## src/rtl/apb_regfile_completer.sv

```systemverilog
// APB4 completer with a small register bank, byte-strobe writes, programmable wait states
// and error signalling for misaligned, out-of-range, read-only and privileged accesses.
module apb_regfile_completer #(
    parameter int                   D_WIDTH     = 32,
    parameter int                   NUM_REGS    = 16,
    parameter int                   WAIT_CYCLES = 2,
    parameter logic [D_WIDTH-1:0]   ID_VALUE    = 32'hA0B4_0001,
    parameter logic [NUM_REGS-1:0]  PRIV_MASK   = 16'h0002
) (
    input  logic               pclk,
    input  logic               presetn,
    input  logic               psel,
    input  logic               penable,
    input  logic               pwrite,
    input  logic [D_WIDTH-1:0] paddr,
    input  logic [D_WIDTH-1:0] pwdata,
    input  logic [3:0]         pstrb,
    input  logic [2:0]         pprot,
    output logic [D_WIDTH-1:0] prdata,
    output logic               pready,
    output logic               pslverr
);

    localparam int         ADDR_BITS = (NUM_REGS > 1) ? $clog2(NUM_REGS) : 1;
    localparam int         NBYTES    = D_WIDTH / 8;
    localparam logic [3:0] WAIT_INIT = 4'(WAIT_CYCLES);

    typedef enum logic [1:0] {S_IDLE, S_WAIT, S_DONE} state_t;

    state_t               state;
    logic [3:0]           cnt;
    logic [D_WIDTH-1:0]   addr_q;
    logic [D_WIDTH-1:0]   wdata_q;
    logic [3:0]           strb_q;
    logic                 write_q;
    logic                 priv_q;
    logic [D_WIDTH-1:0]   regs [NUM_REGS];

    logic [D_WIDTH-1:0]   req_addr;
    logic                 req_write;
    logic                 req_priv;
    logic [ADDR_BITS-1:0] widx;
    logic                 in_range;
    logic                 req_err;
    logic [D_WIDTH-1:0]   rd_word;
    logic [D_WIDTH-1:0]   done_rdata;
    logic                 unused_prot;

    assign unused_prot = ^pprot[2:1];

    function automatic logic [D_WIDTH-1:0] merge_bytes(
        input logic [D_WIDTH-1:0] old_val,
        input logic [D_WIDTH-1:0] new_val,
        input logic [3:0]         strb
    );
        logic [D_WIDTH-1:0] res;
        res = old_val;
        for (int k = 0; k < NBYTES; k++) begin
            if (strb[k]) res[8*k +: 8] = new_val[8*k +: 8];
        end
        return res;
    endfunction

    // In IDLE the live bus is decoded so a zero-wait build can answer on the next edge;
    // afterwards only the latched request matters.
    always_comb begin
        req_addr   = (state == S_IDLE) ? paddr  : addr_q;
        req_write  = (state == S_IDLE) ? pwrite : write_q;
        req_priv   = (state == S_IDLE) ? pprot[0] : priv_q;
        widx       = req_addr[ADDR_BITS+1:2];
        in_range   = (req_addr[D_WIDTH-1:2] < (D_WIDTH-2)'(NUM_REGS));
        req_err    = (req_addr[1:0] != 2'b00) || !in_range
                   || (req_write && (widx == '0))
                   || (req_write && PRIV_MASK[widx] && !req_priv);
        rd_word    = (widx == '0) ? ID_VALUE : regs[widx];
        done_rdata = (req_err || req_write) ? '0 : rd_word;
    end

    always_ff @(posedge pclk or negedge presetn) begin
        if (!presetn) begin
            state   <= S_IDLE;
            cnt     <= '0;
            addr_q  <= '0;
            wdata_q <= '0;
            strb_q  <= '0;
            write_q <= 1'b0;
            priv_q  <= 1'b0;
            prdata  <= '0;
            pready  <= 1'b0;
            pslverr <= 1'b0;
            for (int i = 0; i < NUM_REGS; i++) regs[i] <= '0;
        end else begin
            case (state)
                S_IDLE: begin
                    if (psel && !penable) begin
                        addr_q  <= paddr;
                        wdata_q <= pwdata;
                        strb_q  <= pstrb;
                        write_q <= pwrite;
                        priv_q  <= pprot[0];
                        cnt     <= WAIT_INIT;
                        if (WAIT_CYCLES == 0) begin
                            state   <= S_DONE;
                            pready  <= 1'b1;
                            pslverr <= req_err;
                            prdata  <= done_rdata;
                        end else begin
                            state <= S_WAIT;
                        end
                    end
                end
                S_WAIT: begin
                    if (!psel) begin
                        state <= S_IDLE;
                    end else if (cnt <= 4'd1) begin
                        state   <= S_DONE;
                        pready  <= 1'b1;
                        pslverr <= req_err;
                        prdata  <= done_rdata;
                    end else begin
                        cnt <= cnt - 4'd1;
                    end
                end
                S_DONE: begin
                    // Either completion or abort returns to IDLE; only a completed clean write commits.
                    if (!psel || penable) begin
                        if (psel && write_q && !req_err)
                            regs[widx] <= merge_bytes(regs[widx], wdata_q, strb_q);
                        state   <= S_IDLE;
                        pready  <= 1'b0;
                        pslverr <= 1'b0;
                        prdata  <= '0;
                    end
                end
                default: state <= S_IDLE;
            endcase
        end
    end

endmodule
```

## config.mk

```make
export PLATFORM = sky130hd
export DESIGN_NAME = apb_regfile_completer
export DESIGN_NICKNAME = d
export VERILOG_FILES = /design/src/rtl/apb_regfile_completer.sv
export SDC_FILE = /design/constraint.sdc
export NUM_CORES = 1
export LEC_CHECK = 0
export BUFFER_PORTS_ARGS = -buffer_cell sky130_fd_sc_hd__buf_2
export CAP_MARGIN = 0
export CORE_MARGIN = 5
export CORE_UTILIZATION = 60
export CTS_BUF_LIST = sky130_fd_sc_hd__clkbuf_8 sky130_fd_sc_hd__clkbuf_16
export DETAILED_ROUTE_END_ITERATION = 8
export PLACE_DENSITY_LB_ADDON = 0.2
export REMOVE_ABC_BUFFERS = 1
export SLEW_MARGIN = 10
export SYNTH_ARGS = -nofsm -noshare
export SYNTH_HDL_FRONTEND = slang
export SYNTH_SLANG_ARGS = --single-unit
```

## constraint.sdc

```tcl
create_clock -name pclk -period 3.4 [get_ports pclk]
set_input_delay 0.17 -clock pclk [delete_from_list [all_inputs] [get_ports pclk]]
set_output_delay 0.17 -clock pclk [all_outputs]
set_load 0.005 [all_outputs]
```

* After elaboration in Yosys (flattened, before gate mapping)
Memories as Yosys holds them, arrays and structs flattened.
Cells that the tools add are included.
** Cells by class
- Add/sub/neg operators :: 1
- Multipliers :: 0
- Divide/modulo/power cells :: 0
- Magnitude comparators :: 5
- Equality and inequality tests :: 8
- Shift operators :: 0
- Muxes and demuxes :: 48
- Bitwise gates (word level) :: 1
- Reduce and logical (&&, ||, !) cells :: 27
** Operator list (count)
- 512-bit bitwise mux :: 1
- 32-bit two-way mux :: 9
- 32-bit binary-select mux with 4-bit select :: 1
- 32-bit demux with 4-bit select :: 1
- 8-bit two-way mux :: 16
- 32-bit one-hot mux with 2 select lines :: 1
- 30-bit by 5-bit < comparator with 1-bit output (second input constant) :: 1
- 4-bit two-way mux :: 3
- 1-bit two-way mux :: 8
- 2-bit two-way mux :: 4
- 2-bit != test (second input constant) :: 4
- 4-bit one-hot mux with 2 select lines :: 1
- 4-bit AND reduction :: 2
- 1-bit logical AND :: 7
- 2-bit one-hot mux with 3 select lines :: 1
- 3-bit AND reduction :: 2
- 2-bit nonzero test :: 3
- 5-bit >= comparator (second input constant) :: 1
- 1-bit logical NOT :: 5
- 1-bit logical OR :: 5
- 4-bit by 5-bit < comparator with 1-bit output (second input constant) :: 1
- 5-bit by 1-bit < comparator with 1-bit output (second input constant) :: 1
- 4-bit inverter with 5-bit output :: 1
- 4-bit by 1-bit <= comparator with 1-bit output (second input constant) :: 1
- other kinds (9) :: 10
** Storage, ports and cells
- Register bits :: 622
- Latch bits :: 0
- Bits in writable memories :: 0
- Memory bits (read-only) :: 16
- Input port bits :: 76
- Output and inout bits :: 34
- Logic and storage cells :: 117
- Memories :: 1
** Memories
- (no name shown) :: depth 16, width 1, rd ports 1, clocked after Yosys merged registers in 0, write ports 0, line 74 : || (req_write && PRIV_MASK[widx] && !req_priv);

* Logic depth before layout (Yosys ltp)
- Depth in word-level cells :: 13
- Mapped depth :: 10
- Depth with buffers taken out :: 8

* Worst setup path after synthesis
Ideal clock, no wire load.
- Path type :: reg-to-reg
- From :: reg state[0]
- To :: reg regs[215] in the netlist's numbering
- Arrival :: 2.292 ns
- Required time :: 3.272 ns
- Path slack :: 0.980 ns
- Cell stages (with the launch flop) :: 10
- Path buffers :: 3
- Clock period less this slack :: 2.420 ns
- Path through :: dfrtp_1 nor2_2 mux2i_1 buf_2 buf_2 mux2i_1 o22ai_1 nor4_4 buf_2 o21ai_0
** Between the ends
- Cells in the longest elaborated chain, start to end :: 11
- Elaborated cells between the ends (all ways) :: 35
- Those cells by class :: 3 x order compare; 1 x eq/ne; 14 x mux; 1 x bitwise; 15 x reduce/logical; 1 x memory
** Ends and longest elaborated chain
- start: declaration :: line 30 : state_t state;
- start signal: assignment :: line 81 : state <= S_IDLE;
- start signal: assignment :: line 103 : state <= S_DONE;
- start signal: assignment :: line 108 : state <= S_WAIT;
- branches (longest 11 deep; another with 30-bit by 5-bit < comparator with 1-bit output)
- end signal: indexed assignment :: line 128 : regs[widx] <= merge_bytes(regs[widx], wdata_q, strb_q);
- end: declaration :: line 37 : logic [D_WIDTH-1:0] regs [NUM_REGS];
Parallel ways; which one is timed is not known. The select of a mux whose other input is x is not followed.
A chain may end at the register's enable or synchronous reset.

* Worst setup path after layout
- From :: reg state[0]
- To :: reg regs[1] in the netlist's numbering
Same word-level chain as after synthesis.

==> impl_metrics.ini <==
[synth]
asyncSetResetFlopFracSynth = 1.00
ys_seq_area_frac = 0.504
post_synth_instance_area_sq_um = 30900
postSynthRegisterBits = 622
synth_cell_type_count = 55
synth-edff-count = 0
yosys_warnings = 0
synth_flop_cell = sky130_fd_sc_hd__dfrtp_1
synth_area_per_cell_sq_um = 11.6
synthesis.instances = 2653

[critical_path]
critical_register_to_register_path_startpoint = state[0]
critical_path.n_buffers_inverters = 1
crit_start = state[0]
nature_of_the_critical_path_startpoint = flip-flop
timing.critical_path.fanout_max = 15
setup.worst_path.end = regs[1]
max_stage_delay_ns = 0.63
cpMaxStageDelayCell = sky130_fd_sc_hd__or2_0
kind_of_cell_adding_the_most_delay_to_the_critical_path = simple AND/OR/NAND/NOR gates
worstSetupPathDepth = 6
worst_ep_required_time_ns = 3.91
regToRegSetupSlack_ns = 0.17
r2r.worst_path.cells = 6
critical_path_arrival_ns = 3.74
crit-reg2reg-capture = regs[1]
cell_chain_critical_path = buf_4 > or2_1 > o21ai_1 > nand4_4 > or2_0 > o21ai_0
worst_setup_path_end_kind = flip-flop
critical_path_class = reg -> reg

[finish]
drive_gt1_frac = 0.178
layout.cells.non_filler = 3479
commonest_non_fill_non_tap_cells_in_the_layout = 737 x sky130_fd_sc_hd__mux2i_1, 622 x sky130_fd_sc_hd__dfrtp_1, 375 x sky130_fd_sc_hd__o21ai_1
fillCellCount = 3680
design.final.nets = 2830
mostFrequentLayoutCell = sky130_fd_sc_hd__mux2i_1
finish.utilization = 0.689
antenna_cells = 0
syn_to_final_growth_pct = 14.2

[hold_path]
min_path_type = in -> async

[detailed_routing]
route.vias.total = 22000
drt_pass1_iterations = 5
maxUsedRoutingLayer = met4
met2WireLength_um = 41300
drt-met1-wl_um = 34700
drt-total-wl_um = 83700
vias_per_cell = 6.33
ant_nets = 0
route.met3.wl_um = 4740
wl_per_cell_um = 24.1
drt_first_iter_violations = 1793
route.detailed.drc = 0

[timing]
tns_ns = 0
grt_setup_unrepaired = no
final-max-slew-violation-count = 0
holdWs_ns = 0.149
worst-slew-pin-transition_ns = 0.937
max_freq_mhz = 310
slew_headroom = 0.367
timing.final.hold_violations = 0
clock_skew_ns = 0.0228
period_share = 0.949
finalSetupViolations = 0
timing.final.crit_period_ns = 3.23

[placement]
post-dp-hpwl_um = 54300
gp_routability_congestion = 0.859
numPlacedInstances = 3288
portBuffers = 107

[power_and_ir_drop]
post-layout-total-power_mw = 19.7
power.density_nw_per_um2 = 558
total_leakage_power_nw = 17.6
maximum_vdd_ir_drop_mv = 0.478

[floorplan]
effective_utilization_at_floorplan = 0.603
placeableCoreArea_sq_um = 51200
die_w_um = 237
io_pins = 110
row_count = 83
die_area_sq_um = 56100
dieHeight_um = 237

[global_routing]
number_of_antenna_violations_at_the_first_check_in_global_routing = 0
grt_max_degree = 117
first_global_vias = 23200
grt_pass1_wl_um = 133000
grt-ovfl-total = 0
grtUsageTotal = 0.296

[clock_tree]
cts_sinks = 622
clock_latency_of_the_later_clocked_register_in_the_worst_skew_pair_ns = 0.61
h-tree-depth = 3
tritoncts = yes
cts_root_buf = sky130_fd_sc_hd__clkbuf_16
clkTransAtPathRegs_ns = 0.07
tritoncts_buffers = 68
max-clock-path-buffers = 3

[outcome]
result_of_the_run = complete, no violations

[job]
drv_cap = 0
[per-stage QoR]
step | area, sq um | setup WS, ns
finish | 35300 | 0.174
global route | 35300 | 0.109
CTS | 35300 | 0.227
detailed placement | 32300 | 0.305
global placement | 32300 | 0.393
floorplan | 29500 | -18.32
[layer usage]
layer  vias to the layer above  GRT usage
met5                         -          0
met2                       677      0.498
met1                     11300      0.387
met4                         0      0.105
met3                       184     0.0540
li1                       9820          -
[worst min-delay path by stage]
| stage | from | end | slack [ns] | cells past startpoint |
|---|---|---|---|---|
| 5_1_grt | presetn | wdata_q[25] | 0.20 | 2 |
| 4_1_cts | presetn | prdata[25] | 0.16 | 2 |
| 3_3_place_gp | presetn | wdata_q[30] | 0.19 | 1 |
| 3_5_place_dp | presetn | wdata_q[25] | 0.21 | 1 |
| 6_report | presetn | wdata_q[25] | 0.15 | 2 |
| 2_1_floorplan | presetn | addr_q[0] | -0.13 | 0 |
[cell families (layout without fill, tap and decap cells)]
logic type	count (synthesis)	count (layout)	share of synthesized area
AND/OR/NAND/NOR	244	244	0.0664
flip-flops	622	622	0.504
buffers and inverters	307	453	0.0464
multiplexers	812	812	0.267
XOR/XNOR	2	2	0.000567
AO/OA/AOI/OAI	664	664	0.115
adder cells (fa/ha/maj)	2	2	0.000810
[power by group]
part	internal [mW]	switching [mW]
registers	7.80	0.458
clock network	4.42	3.02
logic	1.48	2.51
total	13.7	5.99
[registers in the layout (all words and copies together), names as in the netlist, 2 cells and up]
signal,cells
regs,512
addr_q,32
prdata,32
wdata_q,32
cnt,4
strb_q,4
state,2
[Yosys cell counts (all sizes together) (2+ instances only)]
cell type,number,area [sq um]
o31ai,2,15.0
nand3b,2,15.0
dfrtp,622,15600
nor4,49,787
nand2,44,170
inv,5,18.8
ha,2,25.0
nand4,13,193
a21oi,3,26.3
nand3,6,55.1
xnor2,2,17.5
o211ai,8,60.1
clkbuf,157,589
nor3,2,15.0
o22ai,130,827
mux2,72,815
and3,3,18.8
and2,33,206
or4b,3,30.0
o21ai,515,2580
buf,145,827
nor2b,3,18.8
nand2b,20,125
mux2i,740,7430
or2,46,288
nor4b,3,26.3
nor2,14,78.8
[cell type report]
type,count,area [sq um],share of cell area
clock buffer,84,1940,0.0551
clock inverter,33,298,0.00844
inverter,5,18.8,0.000532
multi-input combinational,1724,14000,0.395
sequential,622,15600,0.441
tap,680,851,0.0241
timing repair buffer,331,2660,0.0754
[what timing repair did]
| item | CTS | global route |
|---|---|---|
| buffers inserted | 0 | 0 |
| setup endpoints to repair | 0 | 0 |
| hold endpoints to repair | 140 | 0 |
| resized for setup | 0 | 0 |
| hold buffers | 74 | 0 |
Note: power is estimated with default switching activity, not from simulation.
